`src/rtl/pool_pkg.sv`:
```
// pool_pkg: shared definitions for the pooling accelerator.
//   - state_t      : controller FSM states
//   - REG_*        : slave register word indices
//   - DATA_W       : data word width (signed Q8.24)
//   - FRAC_BITS    : number of fraction bits in a Q8.24 word
//   - DIM_W        : used low bits of the W/H/C registers
package pool_pkg;

  localparam int DATA_W    = 32;
  localparam int FRAC_BITS = 24;
  localparam int DIM_W     = 16;

  localparam logic [2:0] REG_CTRL = 3'd0;
  localparam logic [2:0] REG_SRC  = 3'd1;
  localparam logic [2:0] REG_DST  = 3'd2;
  localparam logic [2:0] REG_W    = 3'd3;
  localparam logic [2:0] REG_H    = 3'd4;
  localparam logic [2:0] REG_C    = 3'd5;

  typedef enum logic [2:0] {
    ST_IDLE,
    ST_LOAD,
    ST_RD,
    ST_WR,
    ST_DONE
  } state_t;

endpackage

```
`src/rtl/pool_window_max.sv`:
```
// pool_window_max: running maximum over one 2x2 pooling window.
//   Optional feature macro: POOL_RELU_EN (clamps negative maxima to 0).
// Ports:
//   clk      in   clock
//   rst_n    in   asynchronous active-low reset
//   i_clear  in   first word of a window: discard the previous max
//   i_en     in   a read word is accepted this cycle; update the register
//   i_data   in   word being accepted
//   o_max    out  max including i_data (valid while i_en), ReLU applied
//                 when POOL_RELU_EN is defined
module pool_window_max
  import pool_pkg::*;
(
  input  logic              clk,
  input  logic              rst_n,
  input  logic              i_clear,
  input  logic              i_en,
  input  logic [DATA_W-1:0] i_data,
  output logic [DATA_W-1:0] o_max
);

  logic [DATA_W-1:0] r_max;
  logic [DATA_W-1:0] w_cur;

  // Combinational view of the max including the word being accepted, so the
  // controller can capture the finished window on the fourth read's edge.
  always_comb begin
    if (i_clear) begin
      w_cur = i_data;
    end else if ($signed(i_data) > $signed(r_max)) begin
      w_cur = i_data;
    end else begin
      w_cur = r_max;
    end
  end

  always_ff @(posedge clk or negedge rst_n) begin
    if (!rst_n) begin
      r_max <= '0;
    end else if (i_en) begin
      r_max <= w_cur;
    end
  end

`ifdef POOL_RELU_EN
  assign o_max = w_cur[DATA_W-1] ? '0 : w_cur;
`else
  assign o_max = w_cur;
`endif

endmodule

```
`src/rtl/pool_controller.sv`:
```
// pool_controller: Avalon-MM 2x2 stride-2 max-pooling accelerator.
//   Reads channel-major/row-major Q8.24 feature maps from SDRAM, takes the
//   signed max of each 2x2 window (optional ReLU via POOL_RELU_EN), and
//   writes the pooled maps densely back to SDRAM.
//   Optional feature macro: POOL_RELU_EN.
// Ports:
//   clk, reset            clock, asynchronous active-low reset
//   slave_*               register port: 0 ctrl/status, 1 src, 2 dst,
//                         3 W, 4 H, 5 C; zero-latency read mux
//   master_waitrequest    SDRAM stall
//   master_address        byte address (word index * 4)
//   master_read/_write    SDRAM requests (never both high)
//   master_readdata       captured in the cycle waitrequest is low
//   master_writedata      pooled result
module pool_controller
  import pool_pkg::*;
(
  input  logic              clk,
  input  logic              reset,
  output logic              slave_waitrequest,
  input  logic [2:0]        slave_address,
  input  logic              slave_read,
  output logic [31:0]       slave_readdata,
  input  logic              slave_write,
  input  logic [31:0]       slave_writedata,
  input  logic              master_waitrequest,
  output logic [31:0]       master_address,
  output logic              master_read,
  input  logic [DATA_W-1:0] master_readdata,
  output logic              master_write,
  output logic [DATA_W-1:0] master_writedata
);

  localparam logic [DIM_W-1:0] DIM_ONE = DIM_W'(1);
  localparam logic [DIM_W-1:0] DIM_TWO = DIM_W'(2);

  // configuration / status
  logic [31:0]      r_src;
  logic [31:0]      r_dst;
  logic [DIM_W-1:0] r_w;
  logic [DIM_W-1:0] r_h;
  logic [DIM_W-1:0] r_c;
  logic             r_done;
  logic             r_busy;

  // walk state
  state_t           r_state;
  logic [31:0]      r_wh;
  logic [31:0]      r_p;
  logic [31:0]      r_row_start;
  logic [31:0]      r_ch_start;
  logic [31:0]      r_q;
  logic [DIM_W-1:0] r_col;
  logic [DIM_W-1:0] r_row;
  logic [DIM_W-1:0] r_ch;
  logic [1:0]       r_k;

  // registered master outputs
  logic              r_master_read;
  logic              r_master_write;
  logic [31:0]       r_master_address;
  logic [DATA_W-1:0] r_master_writedata;

  logic              w_start;
  logic              w_cfg_wr;
  logic [31:0]       w_w32;
  logic [31:0]       w_h32;
  logic [31:0]       w_wh;
  logic [DIM_W-1:0]  w_ow;
  logic [DIM_W-1:0]  w_oh;
  logic              w_degenerate;
  logic              w_last_col;
  logic              w_last_row;
  logic              w_last_ch;
  logic [31:0]       w_next_off;
  logic [31:0]       w_next_p;
  logic              w_rd_accept;
  logic [DATA_W-1:0] w_max;

  assign slave_waitrequest = 1'b0;
  assign master_read       = r_master_read;
  assign master_write      = r_master_write;
  assign master_address    = r_master_address;
  assign master_writedata  = r_master_writedata;

  assign w_start  = slave_write && (slave_address == REG_CTRL);
  assign w_cfg_wr = slave_write && !r_busy;

  assign w_w32 = {{(32-DIM_W){1'b0}}, r_w};
  assign w_h32 = {{(32-DIM_W){1'b0}}, r_h};
  assign w_wh  = w_w32 * w_h32;   // truncated to 32 bits

  // Odd dimensions floor: the last column/row simply never gets a window.
  assign w_ow = r_w >> 1;
  assign w_oh = r_h >> 1;

  assign w_degenerate = (r_w < DIM_TWO) || (r_h < DIM_TWO) || (r_c == '0);
  assign w_last_col   = (r_col == w_ow - DIM_ONE);
  assign w_last_row   = (r_row == w_oh - DIM_ONE);
  assign w_last_ch    = (r_ch  == r_c  - DIM_ONE);

  // Offset of the window word after the one currently being read
  // (read order p, p+1, p+W, p+W+1).
  always_comb begin
    case (r_k)
      2'd0:    w_next_off = 32'd1;
      2'd1:    w_next_off = w_w32;
      2'd2:    w_next_off = w_w32 + 32'd1;
      default: w_next_off = 32'd0;
    endcase
  end

  // Base of the next window after the current output is written.
  always_comb begin
    if (!w_last_col) begin
      w_next_p = r_p + 32'd2;
    end else if (!w_last_row) begin
      w_next_p = r_row_start + (w_w32 << 1);
    end else begin
      w_next_p = r_ch_start + r_wh;
    end
  end

  assign w_rd_accept = (r_state == ST_RD) && !master_waitrequest;

  pool_window_max u_window_max (
    .clk     (clk),
    .rst_n   (reset),
    .i_clear (r_k == 2'd0),
    .i_en    (w_rd_accept),
    .i_data  (master_readdata),
    .o_max   (w_max)
  );

  // Configuration registers; frozen while a job is running.
  always_ff @(posedge clk or negedge reset) begin
    if (!reset) begin
      r_src <= '0;
      r_dst <= '0;
      r_w   <= '0;
      r_h   <= '0;
      r_c   <= '0;
    end else if (w_cfg_wr) begin
      case (slave_address)
        REG_SRC: r_src <= slave_writedata;
        REG_DST: r_dst <= slave_writedata;
        REG_W:   r_w   <= slave_writedata[DIM_W-1:0];
        REG_H:   r_h   <= slave_writedata[DIM_W-1:0];
        REG_C:   r_c   <= slave_writedata[DIM_W-1:0];
        default: ;
      endcase
    end
  end

  // Zero-latency register read mux.
  always_comb begin
    slave_readdata = '0;
    if (slave_read) begin
      case (slave_address)
        REG_CTRL: slave_readdata = {30'b0, r_busy, r_done};
        REG_SRC:  slave_readdata = r_src;
        REG_DST:  slave_readdata = r_dst;
        REG_W:    slave_readdata = {{(32-DIM_W){1'b0}}, r_w};
        REG_H:    slave_readdata = {{(32-DIM_W){1'b0}}, r_h};
        REG_C:    slave_readdata = {{(32-DIM_W){1'b0}}, r_c};
        default:  slave_readdata = '0;
      endcase
    end
  end

  // Main FSM. done/busy are updated on the edge that enters DONE so that
  // software sees completion in the DONE cycle itself.
  always_ff @(posedge clk or negedge reset) begin
    if (!reset) begin
      r_state            <= ST_IDLE;
      r_done             <= 1'b0;
      r_busy             <= 1'b0;
      r_wh               <= '0;
      r_p                <= '0;
      r_row_start        <= '0;
      r_ch_start         <= '0;
      r_q                <= '0;
      r_col              <= '0;
      r_row              <= '0;
      r_ch               <= '0;
      r_k                <= '0;
      r_master_read      <= 1'b0;
      r_master_write     <= 1'b0;
      r_master_address   <= '0;
      r_master_writedata <= '0;
    end else begin
      case (r_state)
        ST_IDLE, ST_DONE: begin
          if (w_start) begin
            r_state <= ST_LOAD;
            r_busy  <= 1'b1;
            r_done  <= 1'b0;
          end else begin
            r_state <= ST_IDLE;
          end
        end

        ST_LOAD: begin
          r_wh        <= w_wh;
          r_p         <= r_src;
          r_row_start <= r_src;
          r_ch_start  <= r_src;
          r_q         <= r_dst;
          r_col       <= '0;
          r_row       <= '0;
          r_ch        <= '0;
          r_k         <= '0;
          if (w_degenerate) begin
            r_state <= ST_DONE;
            r_done  <= 1'b1;
            r_busy  <= 1'b0;
          end else begin
            r_state          <= ST_RD;
            r_master_read    <= 1'b1;
            r_master_address <= r_src << 2;
          end
        end

        ST_RD: begin
          if (!master_waitrequest) begin
            if (r_k == 2'd3) begin
              r_master_read      <= 1'b0;
              r_master_write     <= 1'b1;
              r_master_address   <= r_q << 2;
              r_master_writedata <= w_max;
              r_state            <= ST_WR;
            end else begin
              r_k              <= r_k + 2'd1;
              r_master_address <= (r_p + w_next_off) << 2;
            end
          end
        end

        ST_WR: begin
          if (!master_waitrequest) begin
            r_master_write <= 1'b0;
            r_q            <= r_q + 32'd1;
            r_k            <= '0;
            if (w_last_col && w_last_row && w_last_ch) begin
              r_state <= ST_DONE;
              r_done  <= 1'b1;
              r_busy  <= 1'b0;
            end else begin
              r_p <= w_next_p;
              if (!w_last_col) begin
                r_col <= r_col + DIM_ONE;
              end else if (!w_last_row) begin
                r_col       <= '0;
                r_row       <= r_row + DIM_ONE;
                r_row_start <= w_next_p;
              end else begin
                r_col       <= '0;
                r_row       <= '0;
                r_ch        <= r_ch + DIM_ONE;
                r_row_start <= w_next_p;
                r_ch_start  <= w_next_p;
              end
              r_master_read    <= 1'b1;
              r_master_address <= w_next_p << 2;
              r_state          <= ST_RD;
            end
          end
        end

        default: r_state <= ST_IDLE;
      endcase
    end
  end

endmodule

```
`config.mk`:
```
export PLATFORM = sky130hd
export DESIGN_NAME = pool_controller
export DESIGN_NICKNAME = d
export VERILOG_FILES = /design/src/rtl/pool_pkg.sv /design/src/rtl/pool_window_max.sv /design/src/rtl/pool_controller.sv
export SDC_FILE = /design/constraint.sdc
export NUM_CORES = 2
export LEC_CHECK = 0
export CORE_UTILIZATION = 30
export CTS_BUF_LIST = sky130_fd_sc_hd__clkbuf_16
export DETAILED_ROUTE_END_ITERATION = 8
export SLEW_MARGIN = 15
export SYNTH_ARGS = -nofsm -noshare
export SYNTH_HDL_FRONTEND = slang
export SYNTH_SLANG_ARGS = --single-unit
```
`constraint.sdc`:
```
create_clock -name clk -period 8 [get_ports clk]
set_input_delay 1.6 -clock clk [delete_from_list [all_inputs] [get_ports clk]]
set_output_delay 1.6 -clock clk [all_outputs]
set_load 0.01 [all_outputs]
```
==> out/results.txt <==
Worst Hold Class: reg2reg
Final cell count without fillers: 5510
Row Count: 124
Synth warnings: 0
Drt wl/cell: 21.1 microns
Clock Tree Root: clkbuf_16
Worst hold start: master_address[17]
Remaining DRCs: 0
DRT iter0 DRCs: 2563
Count leader, synth: dfrtp_1
Crit Reg-Reg Startpoint: r_w[10]
Mux cell area share after synthesis: 8.14%
# hold bufs at CTS: 0
Max-slew headroom: 22.4%
Vias in the first global route: 28600
Fin util: 34.4%
Netlist Area Pre-Place: 34900 sq um
Main flop type after synthesis: dfrtp_1
XOR/XNOR share of the synthesized area: 5.02%
Worst Path Arrival: 7.44 ns
Finish-stage setup viols: 0
Cell taking the most area after synthesis: dfrtp_1
Most frequent cells after synthesis: dfrtp_1 (413), nand2_1 (393), inv_1 (318), nor2_1 (292), a21oi_1 (283)
H-tree Lvls: 2
Simple-gate share of the synthesized area: 17.1%
Multi-input logic area: 22400 sq um
Vias: 29800
Largest net degree at the start of global routing: 153
Tmin final: 6.93 ns
DRT antenna net count: 0
Post-detail-place hpwl: 88400 microns
Nets: 4435
Global route overflow: 0
Synth Register Bits: 413
Postcts setup bufs: 0
Total GRT Usage: 19.5%
Startpoint Class: flop
Routed WL: 117000 microns
R2R Path End: r_wh[29]
Clk pin slew, worst setup/hold paths: 0.07 ns
Status: finished, final reports clean
Met2 GRT Util: 29.8%
First-pass DRT Iterations: 5
Max-capacitance violation count: 0
TritonCTS Buffers: 48
Layout cells sized above 1: 9.11%
WP data required: 8.52 ns
WS Path Type: reg2reg
Main combinational cell family by area after synthesis: adder cells
CTS sink count: 413
Post-synth EDFFs: 0
Placed cell count: 5427
Cell count after synthesis: 3923
Via-per-instance ratio: 5.41
Cells on Worst Hold Path: 2
Fin crit share: 86.6%
Worst-Skew Late Latency: 0.64 ns
Worst-margin pin slew: 1.16 ns
Number of port buffers: 167
Final setup TNS: 0 ns
Die ar.: 118000 sq um
Hold Fails Final Rpt: 0
Mapped Avg Cell Area: 8.89 sq um
Fill cell count: 11900
Layout area overhead: 13.3%
Flop2flop setup slack: 1.07 ns
Starting Density: 30.4%
Initial antenna violation count: 3
Hold Path Sink: master_address[17]
Unrepaired setup endpoints after global routing: false
Met1 usage: 28.4%
Core area: 115000 sq um
Unique masters post-synth: 95
Synthesized-area fraction occupied by adder cells: 18.5%
GR peak layer: met2
CTS tree: built
Top post-synthesis cells by area: dfrtp_1 (30%), fa_1 (11%), ha_1 (7.2%)
Max-slew violations: 0
Synth Area in Compound Gates: 15.4%
Global placer's final weighted congestion: 0.935
Ports: 171
GR Util met3: 3.06%
Post-route cell area: 39500 sq um
Nature of the critical path endpoint: flop
Register-to-Register Path Depth: 21
Ys async rst share: 100%
Register Area: 10300 sq um
CP Max Fanout: 22
Max frequency: 0.144 GHz
Top cell type's share of synthesized area: 29.6%
Seq/Total Area, Yosys: 29.6%
Crit path from: r_w[10]
Clk_skew: 0.0358 ns
Die width: 343 microns
Clock Tree Buf Depth: 3
First-pass GRT wire length: 178000 microns
Area after DPL: 38000 sq um
Cts repair resizes: 0
DIE HEIGHT: 343 microns
layer usage:
metal,vias up,wire [microns]
met5,-,20
met2,1057,51700
met4,4,3230
li1,13600,-
met3,173,8060
met1,14900,53500
sequential cells by signal (all words and copies together) (netlist names), 2 cells and up:
| signal | count |
|---|---|
| r_q | 30 |
| r_dst | 32 |
| r_ch | 16 |
| r_src | 32 |
| r_row | 16 |
| master_writedata | 32 |
| r_col | 16 |
| r_state | 3 |
| master_address | 30 |
| r_c | 16 |
| r_row_start | 30 |
| r_wh | 30 |
| u_window_max.r_max | 32 |
| r_p | 30 |
| r_h | 16 |
| r_w | 16 |
| r_ch_start | 30 |
| r_k | 2 |
how the worst max path moves through the flow:
stage	to	slack [ns]	depth (start not counted)
after CTS	r_wh[29]	1.12	21
final	r_wh[29]	1.07	21
after global placement	r_wh[29]	1.24	21
after floorplan	r_wh[29]	1.25	25
after detailed placement	r_wh[29]	1.14	21
after global routing	r_wh[26]	0.74	21
cells in the final DEF, fill, tap and decap left out, types with 26 or more instances in the layout:
| cell | instances |
|---|---|
| ha_1 | 201 |
| and2_1 | 116 |
| fa_1 | 196 |
| clkdlybuf4s50_1 | 166 |
| xor2_1 | 74 |
| nand3_1 | 108 |
| nor3_1 | 67 |
| mux2_2 | 188 |
| a221oi_1 | 28 |
| xnor2_1 | 126 |
| mux2i_1 | 72 |
| nand2_1 | 391 |
| nor2_1 | 291 |
| a31oi_1 | 40 |
| o21ai_0 | 198 |
| nand4_1 | 43 |
| o211ai_1 | 26 |
| a21oi_1 | 283 |
| and3_1 | 52 |
| a211oi_1 | 50 |
| clkbuf_16 | 48 |
| dfrtp_1 | 413 |
| buf_4 | 64 |
| inv_1 | 329 |
| a21o_1 | 50 |
final cells by class:
class	instances	area share, %
clock inverter	34	0.652
clock buffer	48	3.04
antenna	1	0.00633
tap	1512	4.79
inverter	320	3.04
sequential	413	26.2
multi-input combinational	2949	56.8
timing repair buffer	233	5.56
through the flow:
stage          hold WS [ns]  setup slack [ns]
6_report              0.486              1.07
5_1_grt               0.502             0.742
4_1_cts               0.485              1.12
3_5_place_dp          0.471              1.14
3_3_place_gp          0.466              1.24
2_1_floorplan         0.445              1.25
worst max-delay path, cell delays in order (launching register included):
cell	delay, ns
dfrtp_1	0.99
nand2_1	0.17
fa_1	0.53
fa_1	0.52
inv_1	0.05
fa_1	0.47
fa_1	0.52
fa_1	0.55
inv_1	0.06
fa_1	0.53
inv_1	0.05
ha_1	0.41
nand4_1	0.27
nor2_1	0.25
nand3_1	0.09
or3_1	0.31
nand2_1	0.09
o41ai_1	0.11
o21a_1	0.23
o31ai_1	0.30
mux2i_1	0.22
nand4_1	0.09
logic make-up after synthesis:
family / count (synthesis)
mux: 260
buf+inv: 563
fa+ha+maj: 398
xor+xnor: 200
flops: 413
compound gates: 861
simple gates: 1227
other cells: 1
Power is left out: the tool's default activity adds up to more than one toggle a clock period on the data nets, which glitch-free logic cannot reach.
